### config.mk
export PLATFORM = sky130hd
export DESIGN_NAME = rxctrl
export DESIGN_NICKNAME = d
export VERILOG_FILES = /design/src/rtl/rxctrl.sv
export SDC_FILE = /design/constraint.sdc
export NUM_CORES = 1
export LEC_CHECK = 0
export ABC_AREA = 0
export CORE_MARGIN = 10
export CORE_UTILIZATION = 55
export DETAILED_ROUTE_END_ITERATION = 16
export MAX_ROUTING_LAYER = met4
export PLACE_DENSITY = 0.87
export SETUP_SLACK_MARGIN = 0.1
export SLEW_MARGIN = 10
export SYNTH_ARGS = -nofsm -noshare
export SYNTH_HDL_FRONTEND = slang
export SYNTH_SLANG_ARGS = --single-unit
### constraint.sdc
create_clock -name i_Pclk -period 3.2 [get_ports i_Pclk]
set_input_delay 0.64 -clock i_Pclk [delete_from_list [all_inputs] [get_ports i_Pclk]]
set_output_delay 0.64 -clock i_Pclk [all_outputs]
set_load 0.05 [all_outputs]
### src/rtl/rxctrl.sv
// Receive-side controller: bit-clock divider, shift-register enable gating,
// and a DEPTH-entry byte FIFO with empty/full/overrun status and interrupt.
module rxctrl #(
  parameter int DEPTH = 8,
  parameter int AW    = 3,
  parameter int DIV_W = 16
) (
  input  logic             i_Pclk,
  input  logic             i_Reset,
  input  logic             i_Rx_En,
  input  logic [DIV_W-1:0] i_Divisor,
  input  logic             i_Flush,
  input  logic             i_Clr_Overrun,
  input  logic             i_Irq_En,
  output logic             o_Bclk,
  output logic             o_Shift_Enable,
  input  logic [7:0]       i_Shift_Data,
  input  logic             i_Shift_Done,
  input  logic             i_Rd,
  output logic [7:0]       o_Rd_Data,
  output logic             o_Rd_Valid,
  output logic [AW:0]      o_Count,
  output logic             o_Empty,
  output logic             o_Full,
  output logic             o_Overrun,
  output logic             o_Irq
);

  typedef enum logic {ST_IDLE = 1'b0, ST_ARMED = 1'b1} state_t;

  localparam logic [AW:0] DEPTH_CNT = (AW+1)'(DEPTH);

  state_t           state_q, state_d;
  logic [DIV_W-1:0] div_cnt_q, div_cnt_d;
  logic             bclk_q, bclk_d;
  logic             shift_en_q, shift_en_d;

  logic [AW-1:0]    wr_ptr_q, wr_ptr_d;
  logic [AW-1:0]    rd_ptr_q, rd_ptr_d;
  logic [AW:0]      count_q, count_d;
  logic             overrun_q, overrun_d;
  logic             rd_valid_q, rd_valid_d;
  logic [7:0]       rd_data_q;
  logic [7:0]       mem [DEPTH];

  logic             empty, full, pop, push, drop;

  assign empty = (count_q == '0);
  assign full  = (count_q == DEPTH_CNT);

  // A pop frees the slot a same-cycle push needs, so a full FIFO only drops
  // the incoming byte when nobody is reading; flush discards everything.
  assign pop  = i_Rd & ~empty & ~i_Flush;
  assign push = i_Shift_Done & (~full | pop) & ~i_Flush;
  assign drop = i_Shift_Done & full & ~pop & ~i_Flush;

  always_comb begin
    state_d    = state_q;
    div_cnt_d  = div_cnt_q;
    bclk_d     = bclk_q;
    shift_en_d = shift_en_q;
    case (state_q)
      ST_IDLE: begin
        div_cnt_d  = '0;
        bclk_d     = 1'b1;
        shift_en_d = 1'b0;
        if (i_Rx_En) begin
          state_d    = ST_ARMED;
          shift_en_d = 1'b1;
        end
      end
      ST_ARMED: begin
        if (!i_Rx_En) begin
          state_d    = ST_IDLE;
          shift_en_d = 1'b0;
          div_cnt_d  = '0;
          bclk_d     = 1'b1;
        end else if (div_cnt_q == i_Divisor) begin
          div_cnt_d = '0;
          bclk_d    = ~bclk_q;
        end else begin
          div_cnt_d = div_cnt_q + 1'b1;
        end
      end
      default: state_d = ST_IDLE;
    endcase
  end

  always_comb begin
    wr_ptr_d = wr_ptr_q;
    rd_ptr_d = rd_ptr_q;
    count_d  = count_q;
    if (i_Flush) begin
      wr_ptr_d = '0;
      rd_ptr_d = '0;
      count_d  = '0;
    end else begin
      if (push) wr_ptr_d = wr_ptr_q + 1'b1;
      if (pop)  rd_ptr_d = rd_ptr_q + 1'b1;
      if (push && !pop)      count_d = count_q + 1'b1;
      else if (pop && !push) count_d = count_q - 1'b1;
    end
    overrun_d  = (overrun_q & ~i_Clr_Overrun) | drop;
    rd_valid_d = pop;
  end

  always_ff @(posedge i_Pclk) begin
    if (i_Reset) begin
      state_q    <= ST_IDLE;
      div_cnt_q  <= '0;
      bclk_q     <= 1'b1;
      shift_en_q <= 1'b0;
      wr_ptr_q   <= '0;
      rd_ptr_q   <= '0;
      count_q    <= '0;
      overrun_q  <= 1'b0;
      rd_valid_q <= 1'b0;
    end else begin
      state_q    <= state_d;
      div_cnt_q  <= div_cnt_d;
      bclk_q     <= bclk_d;
      shift_en_q <= shift_en_d;
      wr_ptr_q   <= wr_ptr_d;
      rd_ptr_q   <= rd_ptr_d;
      count_q    <= count_d;
      overrun_q  <= overrun_d;
      rd_valid_q <= rd_valid_d;
    end
  end

  // Storage has no reset so it maps onto block RAM; the read port is registered.
  always_ff @(posedge i_Pclk) begin
    if (push && !i_Reset) mem[wr_ptr_q] <= i_Shift_Data;
  end

  always_ff @(posedge i_Pclk) begin
    if (i_Reset)  rd_data_q <= '0;
    else if (pop) rd_data_q <= mem[rd_ptr_q];
  end

  assign o_Bclk         = bclk_q;
  assign o_Shift_Enable = shift_en_q;
  assign o_Rd_Data      = rd_data_q;
  assign o_Rd_Valid     = rd_valid_q;
  assign o_Count        = count_q;
  assign o_Empty        = empty;
  assign o_Full         = full;
  assign o_Overrun      = overrun_q;
  assign o_Irq          = i_Irq_En & (~empty | overrun_q);

endmodule

# --- Yosys cells after proc, flatten, opt, wreduce, memory -nomap -nowiden ---
# Memories as Yosys holds them, arrays and structs flattened. A register that Yosys moved wholly into a read port is not among the register bits.
# Cells that the tools add are included.
totals:
  regBits: 31
  mem_bits_rw: 64
  inputBits: 32
  output_inout_bits: 19
  elab_cells: 60
  memories: 1
classes:
  addsub: 5
  eq_ne: 4
  mux: 13
  bitwise: 19
  reduce_logical: 9
mem_list:
  columns: ["name", "words", "width", "rd", "rd_ports_with_merged_regs", "wr", "line", "text"]
  rows:
  - ["mem", 8, 8, 1, 1, 1, "44", "logic [7:0] mem [DEPTH];"]
ops:
  columns: ["operator", "count"]
  rows:
  - ["$mux W16", 2]
  - ["$pmux W16 S2", 1]
  - ["$add A16 B1 Y16 const B", 1]
  - ["$eq A16 B16 Y1", 1]
  - ["$and A1 B1 Y1", 9]
  - ["$mux W4", 2]
  - ["$not A1 Y1", 7]
  - ["$add A3 B1 Y3 const B", 2]
  - ["$mux W1", 6]
  - ["$add A4 B1 Y4 const B", 1]
  - ["$eq A4 B4 Y1 const B", 1]
  - ["$logic_not A4 Y1", 1]
  - ["$pmux W1 S2", 2]
  - ["$sub A4 B1 Y4 const B", 1]
  - ["$logic_and A1 B1 Y1", 3]
  - ["$logic_not A1 Y1", 3]
  - ["$ne A3 B2 Y1 const B", 1]
  - ["$or A1 B1 Y1", 3]
  - ["$ne A2 B2 Y1 const B", 1]
  - ["$reduce_bool A2 Y1", 1]
  - ["$reduce_or A2 Y1", 1]

# --- Logic depth before layout (Yosys ltp) ---
logic_depth:
  word_depth: 11
  mapped_depth: 11
  mapped_depth_nobuf: 10

# --- Worst setup path after synthesis ---
# No wires, ideal clock.
synth_timing:
  kind: "flip-flop to flip-flop"
  startpoint: "reg count_q[3] (netlist: o_Count[3])"
  endpoint: "reg count_q[3] (netlist: o_Count[3])"
  arrival_ps: 2878
  path_slack_ps: 201
  path_stages_with_launch: 12
  path_buffers: 1
  cell_sequence: "dfxtp_1 > or4_1 > and2_1 > buf_2 > inv_1 > ha_1 > inv_1 > ha_1 > a21o_1 > a21oi_1 > mux2i_1 > mux2_2"
synth_via:
  elab_chain_len: 10
  word_cells_on_any_way: 18
synth_rtl:
  columns: ["item", "line", "text"]
  rows:
  - ["from (decl)", "40", "logic [AW:0] count_q, count_d;"]
  - ["from (signal assigned)", "125", "count_q <= count_d;"]
  - ["$logic_not A4 Y1", "48", "assign empty = (count_q == '0);"]
  - ["$not A1 Y1", "53", "assign pop = i_Rd & ~empty & ~i_Flush;"]
  - ["$and A1 B1 Y1 (2 in series)", "53", null]
  - ["$or A1 B1 Y1", "54", "assign push = i_Shift_Done & (~full | pop) & ~i_Flush;"]
  - ["$and A1 B1 Y1 (2 in series)", "54", null]
  - ["$logic_not A1 Y1", "101", "else if (pop && !push) count_d = count_q - 1'b1;"]
  - ["$logic_and A1 B1 Y1", "101", null]
  - ["$reduce_bool A2 Y1 (no source line)", null, null]
# Several ways; a longest one is shown, not always the timed one. The select of a mux whose other input is x is not followed.
# A chain may end at the register's enable or synchronous reset.

# --- Final worst setup path ---
layout_timing:
  startpoint: "reg count_q[0] (netlist: o_Count[0])"
  endpoint: "reg count_q[3] (netlist: o_Count[3])"
# The elaborated chain is that of the path after synthesis.

==> reports/metrics.cfg <==
[status]
status = completed

[worst_setup_path]
critPathRequiredTime_ns = 3.46
r2r_cells = 9
cpMostUsedCell = ha_1
cp-start-kind = register
critPathMaxFanout = 7
crit_path_end_kind = register
crit_path_max_incr_delay_ns = 0.58
crit_chain = or4b_1, o211a_2, ha_1, inv_1, ha_1, a21o_1, a21oi_1, mux2i_1, mux2_2
cp_slowest_cell = or4b_1
crit_type = register to register
critPathArrivalTime_ns = 3.16

[clocking]
post_cts_buffers = 0
holdBufCountCts = 0
clkTransAtPathRegs_ns = 0.09
clk_latency_ns = 0.37
cts.sinks = 103
cts_tree = done
cts_made_buffers = 9
cts-resized-gates = 0
htreeDepth = 3
cts_root_buffer = clkbuf_8
clock_path_buffers = 2

[min_path]
min_path_type = register to register
holdPathStages = 2

[sta]
setup_viol = 0
fin_setup_tns_ns = 0
slew_viol_final = 0
hold_viol_final = 0
fin_crit_sh = 0.907
fmax_mhz = 344
rsz0062_at_grt = false
skew_ns = 0.0142
max-slew-margin-rel = 0.417
tightest_slew_ns = 0.873
period_needed_ns = 2.90

[route]
ant_nets = 0
detailroute.via_count = 2656
wl_per_cell_um = 17.4
dr.pass1.iters = 4
post_drt_via_cell_ratio = 5.57
first_iter_violations = 186
routed_wirelength_um = 8300
drc = 0

[power]
p_int_w = 0.00190
power.leakage_nw = 1.63
p_per_area_nw_per_um2 = 477
power_frac_clock = 0.329
switching_share = 0.236
p_sw_w = 0.000584
seq_power_share = 0.578
vdd_ir_drop_max_uv = 219
power_frac_comb = 0.093

[finish]
stdcell_area_um2 = 5190
drive_above_1_share = 0.144
area_growth_pct = 20.2
nets = 409
antenna_cells = 0
utilization = 0.676

[die]
core_um2 = 7690
die_y_um = 109
rows = 32
die_area_um2 = 11800
initial_utilization = 0.562
fp.dieW_um = 109
io_pins = 51

[yosys]
synthArstFlopShare = 0
synth_seq_cells = 103
syn_area_per_cell_um2 = 14.0
yosysSeqAreaShare = 0.626
ys.flop_type = edfxtp_1
synth_fp_nets = 348
synth_edf_count = 64
syn_inst = 309
ys_warn_count = 0
yosysUniqueCellTypes = 44
syn-cell-area_um2 = 4320

[grt]
grt_max_degree = 19
grt_usage = 0.153
grt_pass1_wl_um = 13500
grt_pass1_vias = 2688
grt-ovfl-total = 0
antenna_found_initial = 0

[placed_design]
place.gp.congestion = 0.817
port_buffers = 50
place_hpwl_um = 5890
placed_cell_area_um2 = 4990

[job]
cap_violations = 0

==> power by group through the flow <==
stage / clock network [W] / logic, W / registers (W)
after floorplan: 0 / 0.0000977 / 0.00150
after global placement: 0 / 0.000226 / 0.00146
after detailed placement: 0 / 0.000232 / 0.00146
after CTS: 0.000838 / 0.000233 / 0.00143
after global routing: 0.000890 / 0.000249 / 0.00144
final: 0.000817 / 0.000230 / 0.00143
==> metal layers <==
metal	vias up	wire (µm)	GRT usage
met3	17	422	0.0383
met2	64	4010	0.241
met4	0	199	0.0706
met5	-	0	-
met1	1300	3670	0.183
li1	1275	-	-
==> logic make-up (layout without fill, tap and decap cells) <==
family / count (synthesis) / in the layout / share of synthesized area
flip-flops: 103 / 103 / 0.626
multiplexers: 29 / 29 / 0.114
AND/OR/NAND/NOR: 91 / 91 / 0.112
buffers and inverters: 24 / 90 / 0.0229
XOR/XNOR: 32 / 32 / 0.0649
adder cells (fa/ha/maj): 7 / 7 / 0.0220
AO/OA/AOI/OAI: 23 / 23 / 0.0391
==> synth_stat cells, types with 6 or more instances <==
library cell | n | area, µm²
nor2_1 | 29 | 109
nand2_1 | 9 | 33.8
mux2i_1 | 12 | 120
clkbuf_1 | 7 | 26.3
xnor2_1 | 28 | 245
edfxtp_1 | 64 | 1920
nand4_1 | 7 | 43.8
a211oi_1 | 10 | 75.1
ha_1 | 6 | 75.1
nor3_1 | 15 | 75.1
dfxtp_1 | 39 | 781
mux4_2 | 16 | 360
inv_1 | 10 | 37.5
nor4_1 | 6 | 37.5
==> layout by cell type (no fill, tap or decap), types with 9 or more instances in the layout <==
| cell | netlist | final |
|---|---|---|
| nor2_1 | 29 | 29 |
| clkbuf_8 | 0 | 9 |
| inv_1 | 10 | 10 |
| dfxtp_1 | 39 | 39 |
| mux2i_1 | 12 | 12 |
| nor3_1 | 15 | 15 |
| edfxtp_1 | 64 | 64 |
| nand2_1 | 9 | 9 |
| mux4_2 | 16 | 16 |
| buf_4 | 1 | 14 |
| a211oi_1 | 10 | 10 |
| xnor2_1 | 28 | 28 |
| clkdlybuf4s50_1 | 0 | 50 |
==> state kept, by name (all words and copies together) (netlist names) <==
name            flops
o_Bclk              1
rd_ptr_q            3
div_cnt_q          16
state_q             1
o_Shift_Enable      1
o_Rd_Data           8
o_Count             4
o_Rd_Valid          1
mem                64
wr_ptr_q            3
o_Overrun           1
==> layout make-up <==
class | count | area [µm²]
clock buffer | 9 | 124
clock inverter | 7 | 78.8
fill | 544 | 2490
inverter | 10 | 37.5
multi-input combinational | 182 | 1520
sequential | 103 | 2700
tap | 102 | 128
timing repair buffer | 64 | 606
==> metrics by stage <==
step           power, W  hold slack [ns]  instances  setup WS (ns)
3_3_place_gp    0.00169            0.444        461          0.144
5_1_grt         0.00258            0.492        477          0.143
2_1_floorplan   0.00160            0.433        309          0.201
6_report        0.00248            0.469        477          0.297
4_1_cts         0.00250            0.476        477          0.283
3_5_place_dp    0.00170            0.456        461         0.0692
==> worst max-delay path, delay by kind of cell (launching register included) <==
family | cells | cell delay, ns
AOI/OAI and AO/OA | 3 | 0.69
DFF | 1 | 0.39
buffers and inverters | 1 | 0.13
muxes | 2 | 0.57
and+or+nand+nor | 1 | 0.58
adders and majority gates | 2 | 0.46
==> path summary, 6_finish.rpt <==
path	to	slack, ns	start
worst max-delay path	o_Count[3]$_SDFFE_PP0P_	0.30	o_Count[0]$_SDFFE_PP0P_
worst min-delay path	o_Shift_Enable$_SDFFE_PP0P_	0.47	o_Shift_Enable$_SDFFE_PP0P_
worst max register to register	o_Count[3]$_SDFFE_PP0P_	0.30	o_Count[0]$_SDFFE_PP0P_
worst min register to register	o_Shift_Enable$_SDFFE_PP0P_	0.47	o_Shift_Enable$_SDFFE_PP0P_
No activity file was read; power rests on OpenSTA's default activity.
